`src/rtl/fft_pkg.sv`:
```
`default_nettype none
// ============================================================================
//  Module      : fft_pkg
//  Description : Shared frame geometry, sink state encoding and magnitude
//                saturation helper for the FFT magnitude sink.
//  Revision    : 1.0 - initial release
// ============================================================================
package fft_pkg;

    localparam int FRAME_LEN = 4096;
    localparam int IDX_W     = 12;
    localparam int MAG_W     = 24;
    localparam int BINS_KEPT = 1024;
    localparam int STORE_W   = 16;
    localparam int ADDR_W    = $clog2(BINS_KEPT);

    typedef enum logic [1:0] {
        IDLE   = 2'd0,
        RECV   = 2'd1,
        DROP   = 2'd2,
        REPORT = 2'd3
    } sink_state_e;

    // Clamp a raw magnitude into the stored width; any high bit set means all ones.
    function automatic logic [STORE_W-1:0] sat(input logic [MAG_W-1:0] x);
        if (x[MAG_W-1:STORE_W] == '0) begin
            return x[STORE_W-1:0];
        end
        return '1;
    endfunction

endpackage
`default_nettype wire

```
`src/rtl/fft_mag_sink_if.sv`:
```
`default_nettype none
// ============================================================================
//  Module      : fft_mag_sink_if
//  Description : AXI-stream bundle carrying FFT magnitude beats (tdata),
//                bin index (tuser) and frame end (tlast).
//  Revision    : 1.0 - initial release
// ============================================================================
interface fft_mag_sink_if;
    import fft_pkg::*;

    logic [MAG_W-1:0] tdata;
    logic [IDX_W-1:0] tuser;
    logic             tlast;
    logic             tvalid;
    logic             tready;

    modport master (output tdata, output tuser, output tlast, output tvalid, input  tready);
    modport slave  (input  tdata, input  tuser, input  tlast, input  tvalid, output tready);

endinterface
`default_nettype wire

```
`src/rtl/fft_mag_sink_peak_tracker.sv`:
```
`default_nettype none
// ============================================================================
//  Module      : peak_tracker
//  Description : Running maximum with synchronous clear. Updates only on a
//                strictly greater sample, so the earliest index wins ties.
//  Revision    : 1.0 - initial release
// ============================================================================
module peak_tracker #(
    parameter int VAL_W = 16,
    parameter int IDX_W = 10
) (
    input  wire logic             clk,
    input  wire logic             rst_n,
    input  wire logic             clear,
    input  wire logic             update,
    input  wire logic [VAL_W-1:0] val,
    input  wire logic [IDX_W-1:0] idx,
    output logic      [VAL_W-1:0] max_val,
    output logic      [IDX_W-1:0] max_idx
);

    logic [VAL_W-1:0] max_val_q, max_val_d, base_val;
    logic [IDX_W-1:0] max_idx_q, max_idx_d, base_idx;

    // Clear restarts from (0,0); a sample in the same cycle competes against that base.
    always_comb begin
        base_val  = clear ? '0 : max_val_q;
        base_idx  = clear ? '0 : max_idx_q;
        max_val_d = base_val;
        max_idx_d = base_idx;
        if (update && (val > base_val)) begin
            max_val_d = val;
            max_idx_d = idx;
        end
    end

    // Running peak registers.
    always_ff @(posedge clk or negedge rst_n) begin
        if (!rst_n) begin
            max_val_q <= '0;
            max_idx_q <= '0;
        end else begin
            max_val_q <= max_val_d;
            max_idx_q <= max_idx_d;
        end
    end

    assign max_val = max_val_q;
    assign max_idx = max_idx_q;

endmodule
`default_nettype wire

```
`src/rtl/fft_mag_sink.sv`:
```
`default_nettype none
// ============================================================================
//  Module      : fft_mag_sink
//  Description : Receives one FFT magnitude frame, stores the low bins
//                (saturated) to a BRAM write port, tracks the peak bin
//                excluding DC and checks frame framing.
//  Revision    : 1.0 - initial release
// ============================================================================
module fft_mag_sink
    import fft_pkg::*;
#(
    parameter logic [STORE_W-1:0] NOISE_FLOOR = 16'h0040
) (
    input  wire logic              clk,
    input  wire logic              rst_n,
    input  wire logic              enable,
    fft_mag_sink_if.slave          s,
    output logic                   wr_en,
    output logic [ADDR_W-1:0]      wr_addr,
    output logic [STORE_W-1:0]     wr_data,
    output logic                   frame_done,
    output logic [ADDR_W:0]        peak_index,
    output logic [STORE_W-1:0]     peak_mag,
    output logic                   frame_err,
    output logic [7:0]             err_count
);

    localparam logic [IDX_W-1:0] LAST_IDX = IDX_W'(FRAME_LEN - 1);

    sink_state_e          state_q, state_d;
    logic [IDX_W-1:0]     exp_q, exp_d;
    logic                 wr_en_q, wr_en_d;
    logic [ADDR_W-1:0]    wr_addr_q, wr_addr_d;
    logic [STORE_W-1:0]   wr_data_q, wr_data_d;
    logic                 frame_done_q, frame_done_d;
    logic [ADDR_W:0]      peak_index_q, peak_index_d;
    logic [STORE_W-1:0]   peak_mag_q, peak_mag_d;
    logic                 frame_err_q, frame_err_d;
    logic [7:0]           err_count_q, err_count_d;

    logic                 beat_acc;
    logic                 start;
    logic                 in_frame;
    logic [IDX_W-1:0]     cur_exp;
    logic [IDX_W-1:0]     idx_hi;
    logic                 in_kept;
    logic [STORE_W-1:0]   mag_sat;
    logic                 trk_clear, trk_update;
    logic [STORE_W-1:0]   trk_val;
    logic [ADDR_W-1:0]    trk_idx;

    // Only REPORT back-pressures the source.
    assign s.tready = (state_q != REPORT);
    assign beat_acc = s.tvalid & s.tready;
    assign idx_hi   = s.tuser >> ADDR_W;
    assign in_kept  = (idx_hi == '0);
    assign mag_sat  = sat(s.tdata);

    peak_tracker #(
        .VAL_W (STORE_W),
        .IDX_W (ADDR_W)
    ) u_peak (
        .clk     (clk),
        .rst_n   (rst_n),
        .clear   (trk_clear),
        .update  (trk_update),
        .val     (mag_sat),
        .idx     (s.tuser[ADDR_W-1:0]),
        .max_val (trk_val),
        .max_idx (trk_idx)
    );

    // Next-state: frame start detection, index/tlast checking, BRAM write and reporting.
    always_comb begin
        state_d      = state_q;
        exp_d        = exp_q;
        wr_en_d      = 1'b0;
        wr_addr_d    = wr_addr_q;
        wr_data_d    = wr_data_q;
        frame_done_d = 1'b0;
        peak_index_d = peak_index_q;
        peak_mag_d   = peak_mag_q;
        frame_err_d  = 1'b0;
        err_count_d  = err_count_q;
        trk_clear    = 1'b0;
        trk_update   = 1'b0;
        in_frame     = 1'b0;
        cur_exp      = '0;

        // A tlast beat in DROP closes the bad frame rather than opening a new one.
        start = beat_acc && enable && (s.tuser == '0) &&
                ((state_q == IDLE) || ((state_q == DROP) && !s.tlast));

        case (state_q)
            IDLE: begin
                if (start) in_frame = 1'b1;
            end
            RECV: begin
                if (beat_acc) begin
                    in_frame = 1'b1;
                    cur_exp  = exp_q;
                end
            end
            DROP: begin
                if (start) begin
                    in_frame = 1'b1;
                end else if (beat_acc && s.tlast) begin
                    state_d = IDLE;
                end
            end
            REPORT: begin
                frame_done_d = 1'b1;
                peak_mag_d   = trk_val;
                peak_index_d = (trk_val >= NOISE_FLOOR) ? {1'b0, trk_idx} : '0;
                state_d      = IDLE;
            end
            default: state_d = IDLE;
        endcase

        if (in_frame) begin
            trk_clear = start;
            exp_d     = cur_exp + IDX_W'(1);
            if (s.tuser != cur_exp) begin
                // Mismatch wins over tlast; a tlast beat still ends the frame.
                frame_err_d = 1'b1;
                state_d     = s.tlast ? IDLE : DROP;
            end else begin
                if (in_kept) begin
                    wr_en_d    = 1'b1;
                    wr_addr_d  = s.tuser[ADDR_W-1:0];
                    wr_data_d  = mag_sat;
                    trk_update = (s.tuser != '0);
                end
                if (s.tlast) begin
                    if (cur_exp == LAST_IDX) begin
                        state_d = REPORT;
                    end else begin
                        frame_err_d = 1'b1;
                        state_d     = IDLE;
                    end
                end else if (cur_exp == LAST_IDX) begin
                    frame_err_d = 1'b1;
                    state_d     = DROP;
                end else begin
                    state_d = RECV;
                end
            end
        end

        if (frame_err_d && (err_count_q != 8'hFF)) begin
            err_count_d = err_count_q + 8'd1;
        end
    end

    // State and registered outputs.
    always_ff @(posedge clk or negedge rst_n) begin
        if (!rst_n) begin
            state_q      <= IDLE;
            exp_q        <= '0;
            wr_en_q      <= 1'b0;
            wr_addr_q    <= '0;
            wr_data_q    <= '0;
            frame_done_q <= 1'b0;
            peak_index_q <= '0;
            peak_mag_q   <= '0;
            frame_err_q  <= 1'b0;
            err_count_q  <= '0;
        end else begin
            state_q      <= state_d;
            exp_q        <= exp_d;
            wr_en_q      <= wr_en_d;
            wr_addr_q    <= wr_addr_d;
            wr_data_q    <= wr_data_d;
            frame_done_q <= frame_done_d;
            peak_index_q <= peak_index_d;
            peak_mag_q   <= peak_mag_d;
            frame_err_q  <= frame_err_d;
            err_count_q  <= err_count_d;
        end
    end

    assign wr_en      = wr_en_q;
    assign wr_addr    = wr_addr_q;
    assign wr_data    = wr_data_q;
    assign frame_done = frame_done_q;
    assign peak_index = peak_index_q;
    assign peak_mag   = peak_mag_q;
    assign frame_err  = frame_err_q;
    assign err_count  = err_count_q;

endmodule
`default_nettype wire

```
`src/flat_wrapper.sv`:
```
// flat-port wrapper written by rule: the top's interface ports become plain ports
module fft_mag_sink_flat import fft_pkg::*;
#(
    parameter logic [STORE_W-1:0] NOISE_FLOOR = 16'h0040
)
  (clk, rst_n, enable, wr_en, wr_addr, wr_data, frame_done, peak_index, peak_mag, frame_err, err_count, s_tdata, s_tuser, s_tlast, s_tvalid, s_tready);
  fft_mag_sink_if s_i ();
  input  wire logic clk;
  input  wire logic rst_n;
  input  wire logic enable;
  output logic wr_en;
  output logic [ADDR_W-1:0] wr_addr;
  output logic [STORE_W-1:0] wr_data;
  output logic frame_done;
  output logic [ADDR_W:0] peak_index;
  output logic [STORE_W-1:0] peak_mag;
  output logic frame_err;
  output logic [7:0] err_count;
  input wire logic [$bits(s_i.tdata)-1:0] s_tdata;
  input wire logic [$bits(s_i.tuser)-1:0] s_tuser;
  input wire logic [$bits(s_i.tlast)-1:0] s_tlast;
  input wire logic [$bits(s_i.tvalid)-1:0] s_tvalid;
  output wire logic [$bits(s_i.tready)-1:0] s_tready;
  assign s_i.tdata = s_tdata;
  assign s_i.tuser = s_tuser;
  assign s_i.tlast = s_tlast;
  assign s_i.tvalid = s_tvalid;
  assign s_tready = s_i.tready;
  fft_mag_sink #(.NOISE_FLOOR(NOISE_FLOOR)) u_core (.clk(clk), .rst_n(rst_n), .enable(enable), .s(s_i), .wr_en(wr_en), .wr_addr(wr_addr), .wr_data(wr_data), .frame_done(frame_done), .peak_index(peak_index), .peak_mag(peak_mag), .frame_err(frame_err), .err_count(err_count));
endmodule
```
`config.mk`:
```
export PLATFORM = sky130hd
export DESIGN_NAME = fft_mag_sink_flat
export DESIGN_NICKNAME = d
export VERILOG_FILES = /design/src/rtl/fft_pkg.sv /design/src/rtl/fft_mag_sink_if.sv /design/src/rtl/fft_mag_sink_peak_tracker.sv /design/src/rtl/fft_mag_sink.sv /design/src/flat_wrapper.sv
export SDC_FILE = /design/constraint.sdc
export NUM_CORES = 1
export LEC_CHECK = 0
export ABC_AREA = 1
export BUFFER_PORTS_ARGS = -buffer_cell sky130_fd_sc_hd__buf_2
export CORE_MARGIN = 1.5
export CORE_UTILIZATION = 55
export DETAILED_ROUTE_END_ITERATION = 16
export GPL_TIMING_DRIVEN = 0
export PLACE_DENSITY = 0.8
export SETUP_SLACK_MARGIN = 0.02
export SYNTH_ARGS = -nofsm -noshare
export SYNTH_HDL_FRONTEND = slang
export SYNTH_SLANG_ARGS = --single-unit
```
`constraint.sdc`:
```
create_clock -name clk -period 3.9 [get_ports clk]
set_input_delay 0.78 -clock clk [delete_from_list [all_inputs] [get_ports clk]]
set_output_delay 0.78 -clock clk [all_outputs]
set_load 0.02 [all_outputs]
```
; ---- Word level (Yosys, flattened, before mapping)
; Index checks and enable logic that the tools add are counted.
[classes]
add_sub_neg = 2
n_lt_le_gt_ge = 2
eq_ne = 9
n_mux = 35
n_bitwise = 2
n_reduce_logical = 19
[ops]
columns = op, count
row1 = 16-bit 2-to-1 mux, 4
row2 = 10-bit 2-to-1 mux, 3
row3 = 12-bit logical NOT, 2
row4 = 12-bit 2-to-1 mux, 2
row5 = "16-bit by 7-bit greater-or-equal comparator with 1-bit output, second input constant", 1
row6 = 16-bit greater-than comparator, 1
row7 = 1-bit 2-to-1 mux, 16
row8 = 2-bit 2-to-1 mux, 8
row9 = "12-bit by 1-bit adder with 12-bit output, second input constant", 1
row10 = "12-bit == test, second input constant", 1
row11 = 12-bit inequality test, 1
row12 = 12-bit nonzero test, 1
row13 = "8-bit by 1-bit adder with 8-bit output, second input constant", 1
row14 = 8-bit logical NOT, 1
row15 = "8-bit inequality test, second input constant", 1
row16 = 1-bit logical AND, 7
row17 = 3-bit AND reduction, 2
row18 = "2-bit == test, second input constant", 2
row19 = 2-bit case mux with 2 select lines, 1
row20 = "3-bit by 2-bit inequality test with 1-bit output, second input constant", 1
row21 = "3-bit inequality test, second input constant", 1
row22 = 3-bit nonzero test, 1
row23 = "2-bit by 1-bit == test with 1-bit output, second input constant", 1
row24 = 2-bit logical NOT, 1
row25 = other kinds (8), 8
[word_totals]
ff_bits = 104

; ---- Depth between registers and ports, before layout
[depth]
depth_word = 12
mapped_depth = 20

; ---- Cells and area by module
; From an unflattened synthesis, not the netlist that was laid out.
[unflattened]
cells_unflattened = 657
hier_area_um2 = 5546.6
[modules_own_cells]
columns = module, n_inst, cells_per_inst, area_each_um2, seq_area_each_um2
row1 = fft_mag_sink, 1, 467, 3876.2, 1926.8
row2 = peak_tracker, 1, 190, 1670.4, 650.6

; ---- Least setup slack after synthesis
; OpenSTA, ideal clock, no wires.
[synth_timing]
path_kind = input -> register
from = input port s_tdata[16]
to = register u_core.u_peak.max_idx_q[5], in the netlist u_core.u_peak.max_idx[5]
arrival_ps = 3475
path_slack_ps = 307
cell_stages = 16
path_buffers = 2
cell_sequence = or4_1 nor2_1 buf_2 nand2_1 ha_1 nand2_1 o21bai_1 nand2_1 nand2_1 nand2_1 nand2_1 a21oi_1 nand3_4 buf_2 nand3_1 nand2_1
[synth_via]
elab_chain_cells = 6
[synth_rtl]
columns = item, line_no
row1 = "start, declared", flat_wrapper.sv:19  ; input wire logic [$bits(s_i.tdata)-1:0] s_tdata;
row2 = 8-bit logical NOT (*), fft_pkg.sv:26  ; if (x[MAG_W-1:STORE_W] == '0) begin
row3 = 1-bit 2-to-1 mux (*), fft_pkg.sv:26
row4 = 16-bit 2-to-1 mux (*), fft_pkg.sv:29  ; return '1;
row5 = named net u_core.mag_sat[3], fft_mag_sink.sv:47  ; logic [STORE_W-1:0] mag_sat;
row6 = 16-bit greater-than comparator (*), fft_mag_sink_peak_tracker.sv:31  ; if (update && (val > base_val)) begin
row7 = 1-bit logical AND (*), fft_mag_sink_peak_tracker.sv:31
row8 = 10-bit 2-to-1 mux / 2-bit nonzero test (equally long branches), n/a
row9 = "end signal, assigned", fft_mag_sink_peak_tracker.sv:44  ; max_idx_q <= max_idx_d;
row10 = "end, declared", fft_mag_sink_peak_tracker.sv:23  ; logic [IDX_W-1:0] max_idx_q, max_idx_d, base_idx;
; The timed path passes the listed nets; every way through them passes the cells marked *.
; A chain may end at the register's enable or synchronous reset.

; ---- Final worst setup path
[layout_timing]
from = input port s_tdata[16]
to = register u_core.u_peak.max_idx_q[7], in the netlist u_core.u_peak.max_idx[7]
; Same word-level chain as after synthesis.

==> Implementation_results.wiki <==
{| class="wikitable"
! Metric !! Value
|-
| Result of the run || finished, final reports clean
|-
| Number of primary I/O pins || between 100 and 150
|-
| Launch point of the critical path || s_tdata[16]
|-
| Maximum clock rate || between 0.2 and 0.3 GHz
|-
| Detailed-route wire length || 12.9 mm
|-
| Clock net sink count || 103
|-
| Clock latency on the worst-skew pair || about 380 ps
|-
| Transition time at the pin with the least slew margin || 1090 ps
|-
| Cell Count, Final, Fillers Out || 943
|-
| TritonCTS clock tree || built
|-
| Antenna-violating nets left || 0
|-
| Weighted congestion reported at the end of routability-driven placement || ~0.94
|-
| Arrival time reported for the critical path endpoint || ~3800 ps
|-
| Number of cell rows || 35
|-
| Via count of the first global-routing pass || 4577
|-
| Most common library cell in the layout ignoring fill and taps || sky130_fd_sc_hd__nand2_1
|-
| Total number of nets in the final design || slightly below 900
|-
| Number of buffers added by the clock tree synthesis step || 9
|-
| Drc violations || 0
|-
| Critical Path End Type || register
|-
| Antenna violations before repair || 0
|-
| Detailed placement HPWL || slightly below 10 mm
|-
| Mapped Cells || about 690
|-
| Flop-to-flop setup slack || around 630 ps
|-
| Die span in y || 102 um
|-
| Kind of start point of the critical path || input pin
|-
| Per-cell routed wire length || between 10 and 15 um
|-
| Max-Cap Viols || 0
|-
| Crit path required time || 4170 ps
|-
| Master cell of the clock root buffer || sky130_fd_sc_hd__clkbuf_8
|-
| Via count || about 4900
|-
| Setup repair after global routing missed its margin || false
|-
| Overflow left after global routing || 0
|-
| Period utilisation layout || 0.893
|-
| Via density || approximately 5.2
|-
| Drt initial violations || 268
|-
| Total global-route track usage || 0.265
|-
| Ys async rst share || 1.00
|-
| P_leak || around 0.0035 uW
|-
| Worst Setup Slack, final || ~420 ps
|-
| Crit Path Class || input pin to register
|-
| Biggest fanout along the worst timing path || 10
|-
| Synthesized net count || approximately 750
|-
| Die outline width || 102 um
|-
| Netlist area before placement || 0.00535 mm^2
|-
| Hold Path Class || input pin to async pin
|-
| # setup viols final || 0
|-
| Post-route clock skew || roughly 24 ps
|-
| Max H-tree Level || 3
|-
| Maximum number of pins on one net before global-route repair || 53
|-
| Filler instances || around 800
|-
| Per-instance average area after synthesis || a little under 8 um^2
|-
| Period minus WS final || between 3000 and 4000 ps
|-
| Clock tree buffer depth || 2
|-
| Worst-case setup slack after placement || -370 ps
|-
| Post-synthesis register bit count || ~100
|-
| Share of final-layout standard cells stronger than drive strength 1 || 0.187
|-
| Number of input and output port buffers inserted || roughly 100
|-
| Most used flip-flop cell after synthesis || sky130_fd_sc_hd__dfrtp_1
|-
| Post-synthesis sequential area ratio || 0.482
|-
| Maximum vdd ir drop || between 200 and 250 uV
|-
| Effective utilization at floorplan || 0.574
|-
| Core area || 0.00933 mm^2
|-
| Count of inserted antenna diode cells || 0
|-
| Buffers inserted during post-CTS setup optimization || 0
|-
| Cells on worst reg2reg path || 18
|-
| Final number of max-transition violations || 0
|-
| Commonest cells after routing, fill and taps aside || sky130_fd_sc_hd__nand2_1, sky130_fd_sc_hd__buf_2, sky130_fd_sc_hd__dfrtp_1, sky130_fd_sc_hd__inv_1, sky130_fd_sc_hd__nand3_1
|-
| Synthesis-to-layout area growth || 17.6%
|-
| Wire length of the first global-routing pass || roughly 22 mm
|-
| Power density over the cells || ~320 mW/mm^2
|-
| Placed Instances || 927
|-
| Number of optimization iterations in the first detailed-route pass || 5
|-
| Critical register-to-register path endpoint || u_core.u_peak.max_idx[7]
|-
| R2r startpoint || u_core.state_q[0]
|-
| Endpoint of the worst setup timing path || u_core.u_peak.max_idx[7]
|-
| Count of flip-flops with a built-in enable after synthesis || 0
|-
| Distinct cell type count after synthesis || 36
|-
| Slew HR || 0.266
|-
| Final Hold Vio Count || 0
|-
| Warnings from Yosys || 0
|-
| Total die area || 0.0103 mm^2
|-
| Reg clk slew, reported paths || approximately 120 ps
|}
repair_timing:
item	CTS	global route
cloned	0	0
endpoints found under the setup margin	10	20
resized for setup	1	6
hold buffers	0	0
power breakdown:
part	total, uW	leakage (uW)	internal, uW	switching (uW)
combinational	186	0.00201	64.6	122
sequential	1120	0.00135	1090	31.0
clock	713	0.000101	311	402
registers in the layout, summed over array words and instances (netlist names):
register               count
u_core.peak_mag           16
u_core.u_peak.max_val     16
u_core.wr_data            16
u_core.exp_q              12
u_core.peak_index         10
u_core.u_peak.max_idx     10
u_core.wr_addr            10
u_core.err_count           8
u_core.state_q             2
u_core.frame_done          1
u_core.frame_err           1
u_core.wr_en               1
cell type report:
cell class	count	area, um^2	share of cell area
Buffer	26	135	0.0215
Clock buffer	9	124	0.0197
Clock inverter	7	87.6	0.0139
Tap cell	129	161	0.0257
Sequential cell	103	2580	0.410
Timing Repair Buffer	105	551	0.0875
Multi-Input combinational cell	457	2250	0.358
Inverter	107	403	0.0640
per-stage QoR:
step	total power (uW)	hold WS, ps	utilization	area (um^2)	setup TNS, ps
4_1_cts	2040	454	0.673	6280	0
3_3_place_gp	1320	454	0.647	6030	-6530
3_5_place_dp	1330	463	0.650	6060	-7790
5_1_grt	2110	487	0.675	6290	0
6_report	2020	434	0.675	6290	0
2_1_floorplan	1240	440	-	5350	0
cells in the mapped netlist (2+ instances only):
library cell	instances	area share
sky130_fd_sc_hd__a21oi_1	12	0.011
sky130_fd_sc_hd__buf_1	2	0.0014
sky130_fd_sc_hd__buf_2	10	0.0094
sky130_fd_sc_hd__buf_4	2	0.0028
sky130_fd_sc_hd__buf_6	2	0.0042
sky130_fd_sc_hd__clkbuf_1	10	0.0070
sky130_fd_sc_hd__dfrtp_1	103	0.48
sky130_fd_sc_hd__ha_1	18	0.042
sky130_fd_sc_hd__inv_1	102	0.072
sky130_fd_sc_hd__inv_2	3	0.0021
sky130_fd_sc_hd__nand2_1	233	0.16
sky130_fd_sc_hd__nand2_2	2	0.0023
sky130_fd_sc_hd__nand3_1	61	0.057
sky130_fd_sc_hd__nand3b_1	2	0.0028
sky130_fd_sc_hd__nand4_1	21	0.025
sky130_fd_sc_hd__nor2_1	24	0.017
sky130_fd_sc_hd__nor2_2	2	0.0023
sky130_fd_sc_hd__nor2_4	2	0.0042
sky130_fd_sc_hd__nor3_1	5	0.0047
sky130_fd_sc_hd__nor4_1	2	0.0023
sky130_fd_sc_hd__o21ai_0	23	0.022
sky130_fd_sc_hd__o21ai_1	26	0.024
sky130_fd_sc_hd__or4_1	2	0.0028
sky130_fd_sc_hd__xnor2_1	4	0.0065
sky130_fd_sc_hd__xor2_1	9	0.015
worst min path at each step:
stage / cells past startpoint / startpoint / end / slack, ps
floorplan: 1 / u_core.exp_q[4] / u_core.exp_q[4] / 440
global placement: 2 / u_core.u_peak.max_val[5] / u_core.peak_mag[5] / 450
detailed placement: 2 / u_core.peak_mag[11] / u_core.peak_mag[11] / 460
CTS: 1 / rst_n / u_core.wr_addr[1] / 450
global route: 1 / rst_n / u_core.wr_data[3] / 490
finish: 1 / rst_n / u_core.exp_q[7] / 430
kinds of logic after synthesis:
kind of cell,Yosys count,synth area share
flops,103,0.482
other cells,1,0.000701
buf+inv,133,0.100
fa+ha+maj,18,0.0421
xor+xnor,13,0.0213
compound gates,66,0.0645
simple gates,359,0.290
routing by layer:
metal	up-vias	global-route usage	wire [um]	part of all wire
met5	-	0	0	0
met4	0	0.0844	206	0.016
met3	24	0.0414	750	0.058
met2	156	0.409	5910	0.46
met1	2284	0.386	6040	0.47
li1	2418	-	-	-
worst max-delay path, cell delays in order:
cell,delay (ps)
sky130_fd_sc_hd__buf_2,90
sky130_fd_sc_hd__or4_1,570
sky130_fd_sc_hd__nor2_2,260
sky130_fd_sc_hd__buf_2,270
sky130_fd_sc_hd__nand2_1,150
sky130_fd_sc_hd__ha_1,350
sky130_fd_sc_hd__nand4_1,140
sky130_fd_sc_hd__nor2_1,190
sky130_fd_sc_hd__nand2_1,120
sky130_fd_sc_hd__a21oi_4,270
sky130_fd_sc_hd__nand3_4,170
sky130_fd_sc_hd__buf_2,240
sky130_fd_sc_hd__nand3_1,90
sky130_fd_sc_hd__nand2_1,50
Power figures use the tool's default switching activity.
